===== src/rtl/log_mul_pipe.sv =====
// Two-stage, multi-lane log-domain multiplier: products are sums of signed fixed-point logs.
// Build option LOG_MUL_SATURATE_EN: overflow clamps to max finite magnitude instead of inf.
module log_mul_pipe #(
  parameter int unsigned M     = 3,
  parameter int unsigned F     = 4,
  parameter int unsigned LANES = 2
) (
  input  logic                     clock,
  input  logic                     reset,
  input  logic                     inValid,
  output logic                     inReady,
  input  logic [LANES*(3+M+F)-1:0] inA,
  input  logic [LANES*(3+M+F)-1:0] inB,
  output logic                     outValid,
  input  logic                     outReady,
  output logic [LANES*(3+M+F)-1:0] out,
  output logic [15:0]              satCount
);

  localparam int unsigned W = 3 + M + F;
  localparam int unsigned N = M + F;
  localparam logic signed [N:0] SumMax = {2'b00, {(N - 1){1'b1}}};
  localparam logic signed [N:0] SumMin = {2'b11, {(N - 1){1'b0}}};

  logic                    s1_valid_q;
  logic [LANES-1:0]        s1_sign_q, s1_inf_q, s1_zero_q;
  logic signed [N:0]       s1_sum_q [LANES];
  logic signed [N:0]       sum_d [LANES];

  logic                    out_valid_q;
  logic [LANES*W-1:0]      out_q, res_d;
  logic [LANES-1:0]        ev_q, ev_d;
  logic [15:0]             sat_q, sat_d;
  logic [16:0]             ev_cnt, sat_sum;

  logic s1_en, s2_en;

  assign s2_en    = !out_valid_q || outReady;
  assign s1_en    = !s1_valid_q || s2_en;
  assign inReady  = s1_en;
  assign outValid = out_valid_q;
  assign out      = out_q;
  assign satCount = sat_q;

  // Sign-extend each (M+F)-bit log value by one bit so the sum cannot wrap.
  always_comb begin
    for (int i = 0; i < LANES; i++) begin
      sum_d[i] = {inA[i*W + N - 1], inA[i*W +: N]} + {inB[i*W + N - 1], inB[i*W +: N]};
    end
  end

  always_ff @(posedge clock) begin
    if (reset) begin
      s1_valid_q <= 1'b0;
    end else if (s1_en) begin
      s1_valid_q <= inValid;
    end
  end

  always_ff @(posedge clock) begin
    if (s1_en && inValid) begin
      for (int i = 0; i < LANES; i++) begin
        s1_sign_q[i] <= inA[i*W + W - 1] ^ inB[i*W + W - 1];
        s1_inf_q[i]  <= inA[i*W + W - 2] | inB[i*W + W - 2];
        s1_zero_q[i] <= inA[i*W + W - 3] | inB[i*W + W - 3];
        s1_sum_q[i]  <= sum_d[i];
      end
    end
  end

  // Inf beats zero; range events only count for finite non-zero operands.
  always_comb begin
    res_d = '0;
    ev_d  = '0;
    for (int i = 0; i < LANES; i++) begin
      if (s1_inf_q[i]) begin
        res_d[i*W +: W] = {1'b0, 1'b1, 1'b0, {N{1'b0}}};
      end else if (s1_zero_q[i]) begin
        res_d[i*W +: W] = {1'b0, 1'b0, 1'b1, {N{1'b0}}};
      end else if (s1_sum_q[i] < SumMin) begin
        res_d[i*W +: W] = {1'b0, 1'b0, 1'b1, {N{1'b0}}};
        ev_d[i]         = 1'b1;
      end else if (s1_sum_q[i] > SumMax) begin
`ifdef LOG_MUL_SATURATE_EN
        res_d[i*W +: W] = {s1_sign_q[i], 2'b00, 1'b0, {(N - 1){1'b1}}};
`else
        res_d[i*W +: W] = {1'b0, 1'b1, 1'b0, {N{1'b0}}};
`endif
        ev_d[i]         = 1'b1;
      end else begin
        res_d[i*W +: W] = {s1_sign_q[i], 2'b00, s1_sum_q[i][N-1:0]};
      end
    end
  end

  always_comb begin
    ev_cnt = '0;
    for (int i = 0; i < LANES; i++) begin
      ev_cnt = ev_cnt + 17'(ev_q[i]);
    end
    sat_sum = {1'b0, sat_q} + ev_cnt;
    sat_d   = (sat_sum > 17'h0FFFF) ? 16'hFFFF : sat_sum[15:0];
  end

  always_ff @(posedge clock) begin
    if (reset) begin
      out_valid_q <= 1'b0;
      out_q       <= '0;
      sat_q       <= '0;
    end else begin
      if (s2_en) begin
        out_valid_q <= s1_valid_q;
        if (s1_valid_q) begin
          out_q <= res_d;
          ev_q  <= ev_d;
        end
      end
      if (out_valid_q && outReady) begin
        sat_q <= sat_d;
      end
    end
  end

endmodule

===== config.mk =====
export PLATFORM = sky130hd
export DESIGN_NAME = log_mul_pipe
export DESIGN_NICKNAME = d
export VERILOG_FILES = /design/src/rtl/log_mul_pipe.sv
export SDC_FILE = /design/constraint.sdc
export NUM_CORES = 1
export LEC_CHECK = 0
export CORE_ASPECT_RATIO = 0.7
export CORE_MARGIN = 4
export CORE_UTILIZATION = 52
export CTS_CLUSTER_SIZE = 28
export DETAILED_ROUTE_END_ITERATION = 16
export PLACE_DENSITY = 0.95
export SLEW_MARGIN = 15
export SYNTH_ARGS = -nofsm -noshare
export SYNTH_HDL_FRONTEND = slang
export SYNTH_SLANG_ARGS = --single-unit
export TNS_END_PERCENT = 20

===== constraint.sdc =====
create_clock -name clock -period 2.9 [get_ports clock]
set_input_delay 0.29 -clock clock [delete_from_list [all_inputs] [get_ports clock]]
set_output_delay 0.29 -clock clock [all_outputs]
set_load 0.1 [all_outputs]

Word-level counts from Yosys, hierarchy flattened:

Memory sizes are Yosys's and may differ from the RTL's.
Index checks and enable logic that the tools add are counted.

* memories: 1
* output and inout bits: 38
* memory bits (writable): 16
* bits of input ports: 44
* bits in registers: 46

Memories
* s1_sum_q: words 2, bits a word 8, rd ports 2, clocked after memory_dff 0, wr ports 2, RTL line 27 `logic signed [N:0] s1_sum_q [LANES];`

* mux-type cells: 15
* bitwise logic cells: 7
* order comparisons: 5
* reductions and logical operators: 10
* add/sub/neg operators: 4

Operator list (number)
* $mux 10: 8
* $add 16x2->17: 1
* $gt 17x16->1 const B: 1
* $add 7x7->8: 2
* $gt 8x7->1 const B: 2
* $lt 8x7->1 const B: 2
* $mux 16: 1
* $mux 1: 6
* $or 1x1->1: 4
* $reduce_or 2->1: 2
* $reduce_and 3->1: 1
* $add 1x1->2: 1
* $logic_and 1x1->1: 2
* $logic_not 1->1: 2
* $logic_or 1x1->1: 2
* $reduce_and 2->1: 1
* $xor 1x1->1: 2
* $not 1->1: 1

Longest topological paths before layout:

* depth in word-level cells: 6
* depth in mapped cells: 7
* gate-level depth less buffers: 7

Worst setup path after synthesis:

Ideal clock, no wire load.

* path type: register to register
* from: reg out_valid_q, in the netlist outValid
* to: reg s1_inf_q[0], enable pin
* buffers on the path: 0
* setup time: 0.351 ns
* setup slack: -0.036 ns
* period minus slack after synthesis: 2.936 ns
* data required time: 2.549 ns
* arrival: 2.585 ns
* cell stages (with the launch flop): 4
* cells stage by stage: dfxtp_1 > nor2b_1 > nand2_1 > and2_1

* word-level cells in the longest chain between the ends: 4

RTL lines
* start: declaration: RTL line 30 `logic out_valid_q;`
* start signal: assignment: RTL line 112 `out_valid_q <= s1_valid_q;`
* $logic_not 1->1: RTL line 38 `assign s2_en = !out_valid_q || outReady;`
* $logic_or 1x1->1: RTL line 38
* $logic_or 1x1->1: RTL line 39 `assign s1_en = !s1_valid_q || s2_en;`
* named net inReady: RTL line 11 `output logic inReady,`
* $logic_and 1x1->1: RTL line 61 `if (s1_en && inValid) begin`
* end signal: indexed assignment: RTL line 64 `s1_inf_q[i] <= inA[i*W + W - 2] | inB[i*W + W - 2];`
* end: declaration: RTL line 26 `logic [LANES-1:0] s1_sign_q, s1_inf_q, s1_zero_q;`

The timed path passes the listed nets, and every way through them passes these cells.
A chain may end at the register's enable or synchronous reset.

==> summary.txt <==
GRT
  • Residual overflow from global routing: 0
  • All-Layer GR Usage: 20.2%
  • Maximum number of pins on one net before global-route repair: 23
  • Global-route wire length before repair: approximately 12000 um
  • Initial antenna violation count: 0
  • Number of global-route vias before repair: roughly 2500

Place
  • Input/output buffers: 81
  • DP Cell Count: 445
  • RePlAce Congestion: 0.834
  • Detailed-placement wirelength estimate: 5450 um

Route
  • Initial drt markers: 79
  • Detailed-routing iteration count for the pre-antenna-repair pass: 4
  • Remaining design rule violation count: 0
  • Number of vias in the routed layout: 2511
  • Via density per instance: about 5.4
  • Routed Antenna Nets: 0
  • Total Routed Length: 7040 um
  • Average routed wire per standard cell: 15.3 um

Setup path
  • Depth of the worst register-to-register path: 5
  • Worst R2R Setup Slack: 0.82 ns
  • Element type at the critical path start: input pin
  • Capture point of the worst reg-to-reg path: satCount[3]$_SDFFE_PP0P_
  • Largest driver fanout on the critical path: 3
  • Worst flop-to-flop path startpoint: satCount[0]$_SDFFE_PP0P_
  • Required arrival time at the worst endpoint: 3.10 ns
  • Data arrival time of the worst path: between 2 and 2.5 ns
  • Type of destination of the critical path: register
  • Class of the most critical setup path: input pin to register

Yosys
  • Number of warning messages in the yosys log: 0
  • Number of distinct library cells after synthesis: between 40 and 50
  • Nets in the synthesized netlist: 365
  • Count of state elements after synthesis: between 60 and 70
  • FFs w/ async S/R, synth: 0%
  • Commonest register cell after synthesis: dfxtp_1
  • Cell count after synthesis: 294
  • Avg Inst Size Synth: 10.6 um2
  • Netlist area before placement: 0.00310 mm2
  • Number of enable flip-flop cells after synthesis: 24
  • Proportion of synthesized chip area in sequential cells: 47.7%

Timing
  • RSZ-0062 raised after global routing: false
  • Final count of negative-setup-slack endpoints: 0
  • Actual slew at the worst max-slew pin: 0.990 ns
  • Final count of hold timing violations: 0
  • Fin Setup TNS: 0 ns
  • Worst Clk Skew: 0.00909 ns
  • Upper clock frequency limit: 474 MHz
  • Final Critical Period: roughly 2.1 ns
  • Hold Slack: 0.455 ns
  • Worst rel slew slack: between 30% and 40%
  • Number of slew-limit violations in the final report: 0
  • Final period utilization: 72.8%

Clocking
  • CTS Buffer Depth: 2
  • TritonCTS clock tree: done
  • Number of cells upsized or downsized after cts: 0
  • Clk root buf: clkbuf_8
  • Postcts setup bufs: 0
  • Clock transition at the register clock pins on the worst setup and hold paths after CTS: 0.06 ns
  • Hold-fix buffer count after cts: 0
  • Number of clock sinks seen by CTS: 62
  • Clock Latency Late Sink: roughly 0.34 ns
  • Number of clock buffers inserted by TritonCTS: 9
  • Number of H-tree branching levels: 3

Cells and area
  • Count of placed standard cells in the final layout, fillers left out: 461
  • Highest-count cells in the layout ignoring fill and taps: clkdlybuf4s50_1, buf_4, dfxtp_1, nor2_1
  • N_diodes: 0
  • Share of cells above drive strength 1: 20.2%
  • Register cell area after layout: about 0.0015 mm2
  • Most common cell after layout, fill and taps aside: clkdlybuf4s50_1
  • Final Net Count: 452
  • Number of filler instances in the final layout: 406
  • Area of the multi-input gates: 0.00154 mm2
  • Layout overhead on the synthesized area: 30.7%

Worst hold path
  • Number of stages on the worst hold path: 1
  • Launch point of the worst hold path: s1_sum_q[0][13]$_DFFE_PP_
  • End point of the worst hold path: out[15]$_SDFFE_PP0P_
  • Hold crit path type: register to register

Flow run
  • # Max-Cap Violations: 0

Die
  • I/O pin count: 82
  • Vertical extent of the die: 72.6 um
  • Number of cell rows: 23
  • Starting density of the core: about 54%
  • Overall die area: 0.00729 mm2
  • CORE AREA: ~0.0058 mm2
  • Horizontal die dimension: 100 um

Power and ir drop
  • Static Leak: 1.61 nW
  • Power per unit of standard cell area: between 400 and 500 mW/mm2
  • IR Drop Worst-Case VDD: between 0.3 and 0.4 mV

Status
  • Outcome: completed
==> critical path, stage by stage <==
cell,delay (ns)
clkdlybuf4s50_1,0.40
ha_1,0.23
inv_1,0.08
fa_1,0.22
nor2b_1,0.08
o31a_1,0.28
or4b_2,0.63
nand3_1,0.10
==> worst max path at each step <==
| stage | slack (ns) | startpoint | end |
|---|---|---|---|
| finish | 0.79 | inA[10] | s1_sum_q[0][14]$_DFFE_PP_ |
| global route | 0.67 | satCount[0]$_SDFFE_PP0P_ | satCount[0]$_SDFFE_PP0P_ |
| CTS | 0.81 | inA[10] | s1_sum_q[0][14]$_DFFE_PP_ |
| detailed placement | 0.49 | inA[0] | s1_sum_q[0][6]$_DFFE_PP_ |
| global placement | 0.55 | inA[0] | s1_sum_q[0][6]$_DFFE_PP_ |
| floorplan | 0.28 | satCount[7]$_SDFFE_PP0P_ | satCount[2]$_SDFFE_PP0P_ |
==> layer usage <==
metal | global-route usage, % | vias to the layer above | wire length [um]
met3 | 9.36 | 12 | 638
met2 | 33.3 | 94 | 3310
met1 | 24.0 | 1158 | 2990
met5 | 0 | - | 0
met4 | 5.53 | 0 | 100
li1 | - | 1247 | -
==> final cells by class <==
cell class	instances	area share [%]
Clock buffer	9	3.05
Multi-Input combinational cell	211	37.8
Timing Repair Buffer	82	17.8
Clock inverter	7	1.02
Sequential cell	62	36.6
Tap cell	75	2.31
Inverter	15	1.39
==> flip-flops by register name, summed over array words and instances (netlist names) <==
register	count
s1_zero_q	2
satCount	16
outValid	1
s1_sign_q	2
ev_q	2
out	20
s1_valid_q	1
s1_inf_q	2
s1_sum_q	16
==> cells by family (layout without fill, tap and decap cells) <==
kind of cell	count (synthesis)	in the layout	share of synthesized area [%]
multiplexers	5	5	1.61
flip-flops	62	62	47.7
AND/OR/NAND/NOR	98	98	16.5
XOR/XNOR	15	15	4.23
adder cells (fa/ha/maj)	27	27	11.6
buffers and inverters	21	113	2.78
AO/OA/AOI/OAI	66	66	15.5
==> stage by stage <==
step / cell area (um2) / utilization [%] / total power, W / setup WS, ns
after floorplan: 3100 / - / 0.00118 / 0.279
after global placement: 3890 / 67.6 / 0.00128 / 0.550
after detailed placement: 3890 / 67.6 / 0.00130 / 0.485
after CTS: 4060 / 70.5 / 0.00193 / 0.810
after global routing: 4060 / 70.5 / 0.00200 / 0.669
final: 4060 / 70.5 / 0.00191 / 0.789
==> synthesized netlist by cell type (6+ instances only) <==
cell type	number	share of area (%)
a21oi_1	11	1.8
xor2_1	6	1.7
nor3_1	13	2.1
a22o_1	14	4.0
o21ai_0	10	1.6
edfxtp_1	24	23
nand2_1	15	1.8
xnor2_1	9	2.5
nand3_1	9	1.5
nor2_1	26	3.1
dfxtp_1	38	25
ha_1	24	9.7
a21oi_2	10	2.8
nor2b_1	10	2.0
inv_1	15	1.8
==> power by group <==
| group | internal, W | switching (W) |
|---|---|---|
| logic | 0.000138 | 0.000165 |
| registers | 0.000955 | 0.0000222 |
| clock network | 0.000301 | 0.000332 |
Note: power is estimated with default switching activity, not from simulation.
